==> src/rtl/seg7_pkg.sv <==
// Shared types and constants for the four-digit 7-segment scan controller.
package seg7_pkg;

  typedef enum logic [1:0] {
    ST_OFF,
    ST_GAP,
    ST_SHOW
  } scan_state_e;

  localparam logic [1:0] DIG_A     = 2'd0;
  localparam logic [1:0] DIG_B     = 2'd1;
  localparam logic [1:0] DIG_TENS  = 2'd2;
  localparam logic [1:0] DIG_UNITS = 2'd3;

  // Active-high glyphs in {g,f,e,d,c,b,a} order for hex digits 0..F.
  localparam logic [6:0] HEX_FONT [16] = '{
    7'b0111111, 7'b0000110, 7'b1011011, 7'b1001111,
    7'b1100110, 7'b1101101, 7'b1111101, 7'b0000111,
    7'b1111111, 7'b1101111, 7'b1110111, 7'b1111100,
    7'b0111001, 7'b1011110, 7'b1111001, 7'b1110001
  };

  // Splits 0..31 into {tens, units} with a compare/subtract chain instead of a divider.
  function automatic logic [5:0] split_sum(input logic [4:0] s);
    if (s >= 5'd30)
      return {2'd3, 4'(s - 5'd30)};
    else if (s >= 5'd20)
      return {2'd2, 4'(s - 5'd20)};
    else if (s >= 5'd10)
      return {2'd1, 4'(s - 5'd10)};
    else
      return {2'd0, 4'(s)};
  endfunction

endpackage

==> src/rtl/seg7_scan_ctrl_if.sv <==
// Operand/tick inputs and display pins of the scan controller, bundled as one bus.
interface seg7_scan_ctrl_if;
  logic       Mo;
  logic [3:0] A;
  logic [3:0] B;
  logic [4:0] Sum;
  logic [6:0] Seg;
  logic       Dp;
  logic [3:0] An;

  modport master (
    output Mo, A, B, Sum,
    input  Seg, Dp, An
  );

  modport slave (
    input  Mo, A, B, Sum,
    output Seg, Dp, An
  );
endinterface

==> src/rtl/seg7_font.sv <==
// Combinational hex-digit to active-high segment lookup.
module seg7_font
  import seg7_pkg::*;
(
  input  logic [3:0] digit,
  output logic [6:0] seg
);

  // Plain table lookup; blanking and polarity are handled by the caller.
  always_comb begin
    seg = HEX_FONT[digit];
  end

endmodule

==> src/rtl/seg7_scan_ctrl.sv <==
// Four-digit multiplexed display driver: hex A, hex B, decimal Sum (tens, units).
// Operands are snapshotted once per frame; every digit change gets a one-cycle anode gap.
module seg7_scan_ctrl
  import seg7_pkg::*;
#(
  parameter bit SEG_ACTIVE_LOW = 1'b0,
  parameter bit AN_ACTIVE_LOW  = 1'b1,
  parameter bit BLANK_ZERO     = 1'b1
) (
  input  logic             Clk,
  input  logic             Clr,
  seg7_scan_ctrl_if.slave  bus
);

  localparam logic [3:0] AN_XOR  = {4{AN_ACTIVE_LOW}};
  localparam logic [6:0] SEG_XOR = {7{SEG_ACTIVE_LOW}};

  logic        mo_meta;
  logic        mo_sync;
  logic        mo_prev;
  logic        tick;

  scan_state_e state;
  scan_state_e state_next;
  logic [1:0]  idx;
  logic [1:0]  idx_next;
  logic        load_snap;

  logic [3:0]  snap_a;
  logic [3:0]  snap_b;
  logic [4:0]  snap_sum;

  logic [1:0]  tens;
  logic [3:0]  units;
  logic [3:0]  digit;
  logic        blank;
  logic [6:0]  glyph;

  logic [3:0]  an_raw;
  logic [6:0]  seg_raw;

  logic [3:0]  an_q;
  logic [6:0]  seg_q;
  logic        dp_q;

  // Mo comes from a ripple counter: two-flop synchroniser, then a registered rising-edge pulse.
  always_ff @(posedge Clk) begin
    if (Clr) begin
      mo_meta <= 1'b0;
      mo_sync <= 1'b0;
      mo_prev <= 1'b0;
      tick    <= 1'b0;
    end else begin
      mo_meta <= bus.Mo;
      mo_sync <= mo_meta;
      mo_prev <= mo_sync;
      tick    <= mo_sync & ~mo_prev;
    end
  end

  // Scan sequencing: OFF until the first tick, then GAP/SHOW per digit; ticks in GAP are dropped.
  always_comb begin
    state_next = state;
    idx_next   = idx;
    load_snap  = 1'b0;
    case (state)
      ST_OFF: begin
        if (tick) begin
          idx_next   = DIG_A;
          load_snap  = 1'b1;
          state_next = ST_GAP;
        end
      end
      ST_GAP: begin
        state_next = ST_SHOW;
      end
      ST_SHOW: begin
        if (tick) begin
          idx_next   = idx + 2'd1;
          load_snap  = (idx == DIG_UNITS);
          state_next = ST_GAP;
        end
      end
      default: begin
        state_next = ST_OFF;
      end
    endcase
  end

  // State, digit index and the per-frame operand snapshot.
  always_ff @(posedge Clk) begin
    if (Clr) begin
      state    <= ST_OFF;
      idx      <= DIG_A;
      snap_a   <= 4'd0;
      snap_b   <= 4'd0;
      snap_sum <= 5'd0;
    end else begin
      state <= state_next;
      idx   <= idx_next;
      if (load_snap) begin
        snap_a   <= bus.A;
        snap_b   <= bus.B;
        snap_sum <= bus.Sum;
      end
    end
  end

  assign {tens, units} = split_sum(snap_sum);

  // Pick the nibble for the current digit; a zero tens digit may be blanked.
  always_comb begin
    digit = snap_a;
    blank = 1'b0;
    case (idx)
      DIG_A:    digit = snap_a;
      DIG_B:    digit = snap_b;
      DIG_TENS: begin
        digit = {2'b00, tens};
        blank = BLANK_ZERO && (tens == 2'd0);
      end
      default:  digit = units;
    endcase
  end

  seg7_font u_font (
    .digit (digit),
    .seg   (glyph)
  );

  // Active-high view of the pins: segments already valid in GAP, anode only in SHOW.
  always_comb begin
    an_raw  = 4'b0000;
    seg_raw = 7'b0000000;
    case (state)
      ST_GAP: begin
        seg_raw = blank ? 7'b0000000 : glyph;
      end
      ST_SHOW: begin
        an_raw  = 4'b0001 << idx;
        seg_raw = blank ? 7'b0000000 : glyph;
      end
      default: begin
      end
    endcase
  end

  // Pin registers; board polarity is applied only here.
  always_ff @(posedge Clk) begin
    if (Clr) begin
      an_q  <= AN_XOR;
      seg_q <= SEG_XOR;
      dp_q  <= SEG_ACTIVE_LOW;
    end else begin
      an_q  <= an_raw ^ AN_XOR;
      seg_q <= seg_raw ^ SEG_XOR;
      dp_q  <= SEG_ACTIVE_LOW;
    end
  end

  assign bus.An  = an_q;
  assign bus.Seg = seg_q;
  assign bus.Dp  = dp_q;

endmodule

==> src/flat_wrapper.sv <==
// flat-port wrapper written by rule: the top's interface ports become plain ports
module seg7_scan_ctrl_flat import seg7_pkg::*;
#(
  parameter bit SEG_ACTIVE_LOW = 1'b0,
  parameter bit AN_ACTIVE_LOW  = 1'b1,
  parameter bit BLANK_ZERO     = 1'b1
)
  (Clk, Clr, bus_Mo, bus_A, bus_B, bus_Sum, bus_Seg, bus_Dp, bus_An);
  seg7_scan_ctrl_if bus_i ();
  input  logic Clk;
  input  logic Clr;
  input wire logic [$bits(bus_i.Mo)-1:0] bus_Mo;
  input wire logic [$bits(bus_i.A)-1:0] bus_A;
  input wire logic [$bits(bus_i.B)-1:0] bus_B;
  input wire logic [$bits(bus_i.Sum)-1:0] bus_Sum;
  output wire logic [$bits(bus_i.Seg)-1:0] bus_Seg;
  output wire logic [$bits(bus_i.Dp)-1:0] bus_Dp;
  output wire logic [$bits(bus_i.An)-1:0] bus_An;
  assign bus_i.Mo = bus_Mo;
  assign bus_i.A = bus_A;
  assign bus_i.B = bus_B;
  assign bus_i.Sum = bus_Sum;
  assign bus_Seg = bus_i.Seg;
  assign bus_Dp = bus_i.Dp;
  assign bus_An = bus_i.An;
  seg7_scan_ctrl #(.SEG_ACTIVE_LOW(SEG_ACTIVE_LOW), .AN_ACTIVE_LOW(AN_ACTIVE_LOW), .BLANK_ZERO(BLANK_ZERO)) u_core (.Clk(Clk), .Clr(Clr), .bus(bus_i));
endmodule
==> config.mk <==
export PLATFORM = sky130hd
export DESIGN_NAME = seg7_scan_ctrl_flat
export DESIGN_NICKNAME = d
export VERILOG_FILES = /design/src/rtl/seg7_pkg.sv /design/src/rtl/seg7_scan_ctrl_if.sv /design/src/rtl/seg7_font.sv /design/src/rtl/seg7_scan_ctrl.sv /design/src/flat_wrapper.sv
export SDC_FILE = /design/constraint.sdc
export NUM_CORES = 1
export LEC_CHECK = 0
export CAP_MARGIN = 40
export CORE_ASPECT_RATIO = 1.5
export CORE_MARGIN = 1
export CORE_UTILIZATION = 48
export CTS_CLUSTER_SIZE = 30
export DETAILED_ROUTE_END_ITERATION = 8
export HOLD_SLACK_MARGIN = 0.15
export PLACE_DENSITY = 0.75
export SETUP_SLACK_MARGIN = 0.15
export SLEW_MARGIN = 20
export SYNTH_ARGS = -nofsm -noshare
export SYNTH_HDL_FRONTEND = slang
export SYNTH_SLANG_ARGS = --single-unit
==> constraint.sdc <==
create_clock -name Clk -period 2.4 [get_ports Clk]
set_clock_uncertainty 0.2 [all_clocks]
set_input_delay 0.48 -clock Clk [delete_from_list [all_inputs] [get_ports Clk]]
set_output_delay 0.48 -clock Clk [all_outputs]
set_load 0.02 [all_outputs]
==> results of run 1 <==
final cells by class:
type / instances / area share
Clock buffer: 7 / 0.0356
Tap cell: 43 / 0.0196
Timing Repair Buffer: 65 / 0.203
Inverter: 13 / 0.0205
Clock inverter: 1 / 0.00183
Sequential cell: 32 / 0.240
Multi-Input combinational cell: 142 / 0.480
registers in the layout, summed over array words and instances, names as in the netlist:
name and flops:
u_core.snap_b 4, u_core.bus.An 4, u_core.snap_sum 5, u_core.mo_prev 1, u_core.mo_sync 1, u_core.idx 2, u_core.tick 1, u_core.mo_meta 1
u_core.state 2, u_core.bus.Seg 7, u_core.snap_a 4
metrics by stage:
step           instances  hold WS [ns]  setup slack (ns)  total power (W)  cell area (µm²)
3_5_place_dp         286         0.185            -0.115         0.000667             2410
6_report             303         0.193           -0.0643          0.00113             2740
4_1_cts              301         0.198           -0.0397          0.00114             2690
3_3_place_gp         286         0.175           -0.0395         0.000663             2410
5_1_grt              303         0.203            -0.164          0.00117             2740
2_1_floorplan        196         0.167           -0.0187         0.000614             1940
power by group:
group	switching (W)	internal, W
clock	0.000200	0.000266
sequential	0.00000816	0.000538
combinational	0.0000525	0.0000692
layer usage:
| layer | track usage | vias up | part of all wire |
|---|---|---|---|
| li1 | - | 817 | - |
| met3 | 0.0569 | 16 | 0.032 |
| met4 | 0.103 | 0 | 0.031 |
| met2 | 0.476 | 46 | 0.58 |
| met5 | 0 | - | 0 |
| met1 | 0.237 | 805 | 0.36 |
cell usage in the layout, fill, tap and decap left out, types with 6 or more instances in the layout:
cell type         n
inv_1             7
mux2i_1          16
buf_4            38
nor2b_1           6
nand2_1           8
clkdlybuf4s50_1  26
nor2_1           20
ha_4              7
ha_1              9
dfxtp_1          27
what timing repair did:
item	CTS	global route
setup buffers	7	2
pin swaps	9	10
setup endpoints to repair	7	7
resized for setup	23	11
logic make-up after synthesis:
family	count (synthesis)	synth area share
compound gates	34	0.144
xor+xnor	1	0.00477
fa+ha+maj	21	0.143
buf+inv	22	0.0579
flops	32	0.349
mux	20	0.116
other cells	1	0.00204
simple gates	65	0.184
final timing paths:
| path | startpoint | to | slack (ns) | depth (start not counted) |
|---|---|---|---|---|
| worst min register to register | u_core.mo_prev | u_core.tick | 0.19 | 1 |
| worst max register to register | u_core.snap_sum[2] | u_core.bus.Seg[6] | -0.06 | 8 |
| worst min-delay path | u_core.mo_prev | u_core.tick | 0.19 | 1 |
| worst max-delay path | u_core.snap_sum[2] | u_core.bus.Seg[6] | -0.06 | 8 |
==> flow_summary.yaml, run 1 <==
critical_path:
  path_max_fanout: 5
  crit_top_cell: "mux2_4"
  worstPathRequired_ns: 2.40
  crit_chain: "inv_6 > ha_4 > mux2_4 > a31oi_4 > a2111oi_4 > or3_4 > mux2_4 > a221oi_2"
  cp-start-kind: "flip-flop"
  critPathTopFamily: "multiplexers"
  crit_type: "flip-flop to flip-flop"
  slowest_stage: "or3_4"
  crit_path_end_kind: "flip-flop"
  worst-path-buf-inv: 1
  cp_slowest_stage_delay_ns: 0.43
  arrival_ns: 2.46
synth:
  yosysTopAreaCell: "dfxtp_1"
  synth_edf_count: 0
  synthTopCellsByArea: "dfxtp_1, ha_1, mux2i_1"
  ys_warn_count: 0
  synth_cells: 196
  ys_dominant_reg_cell: "dfxtp_1"
  syn_nets: 233
  synth.distinct_cells: 51
  yosysTopAreaCellShare: 0.349
  ys_ff_latch: 32
  async_flop_share: 0
  yosysSeqAreaShare: 0.349
  synth_common_cells: "dfxtp_1, ha_1, nor2_1, mux2i_1, inv_1"
  yosysMostFrequentCell: "dfxtp_1"
  netlist_area_mm2: 0.00184
  avgSynthCellArea_um2: 9.38
routing:
  wl_um: 4690
  first_iter_violations: 35
  drcViolationCount: 0
  ant_nets: 0
  dr.pass1.iters: 4
  vias: 1684
  via_per_inst: 5.56
  wl_per_cell_um: 15.5
timing:
  fin_crit_sh: 1.03
  rsz0062_at_grt: "true"
  setup_viol_count_final: 4
  layout_setup_ws_ns: -0.0643
  hold_viol: 0
  slew_violations: 0
  max_freq_mhz: 406
  min_period_ns: 2.46
  finalSetupTns_ns: -0.160
clocking:
  clock-sinks: 32
  cts_hold_buffers: 0
  tritoncts: "done"
  htreeDepth: 2
  cts_made_buffers: 5
  cts_buffer_depth: 2
  clock-root-buffer: "clkbuf_8"
  clk_latency_ns: 0.29
  clk_pin_slew_worst_paths_ns: 0.07
outcome:
  status: "finished, violations left"
  violations: "setup timing"
final_layout:
  final_nets: 296
  fin_util: 0.744
  seqCellArea_um2: 657
  multi_input_area_mm2: 0.00132
  area_delta_synth_final_pct: 49.1
  n_antenna_cell: 0
  final_layout_size_suffix_gt1_frac: 0.362
  fill_cells: 270
floorplan:
  coreArea_mm2: 0.00368
  io_pins: 28
  fp-row-count: 27
  fp.dieW_um: 52.5
  die_y_um: 77.8
  start_util: 0.499
  die_area_mm2: 0.00409
placement:
  gp_congestion: 0.860
  place_hpwl_um: 3440
  io_buffers: 26
global_route:
  grt_usage: 0.249
  grt_start_max_net_pins: 23
  antenna_found_initial: 0
  grt_pass1_vias: 1677
  grt_pass1_wl_um: 7560
  gr-total-overflow: 0
power_and_ir_drop:
  powerDensity_mw_per_mm2: 413
  ir_worst_vdd_mv: 0.452
  p_leak_nw: 1.19
job:
  maxCapViolations: 0
hold_path:
  hold_class: "flip-flop to flip-flop"
(Power assumes the default switching activity.)
==> run 2: changes to the inputs <==
--- a/config.mk
+++ b/config.mk
@@ -5,7 +5,7 @@
 export SDC_FILE = /design/constraint.sdc
 export NUM_CORES = 1
 export LEC_CHECK = 0
-export CAP_MARGIN = 40
+export CAP_MARGIN = 20
 export CORE_ASPECT_RATIO = 1.5
 export CORE_MARGIN = 1
 export CORE_UTILIZATION = 48
==> results of run 2 <==
Final layout, timing and power as in run 1 (identical DEF).
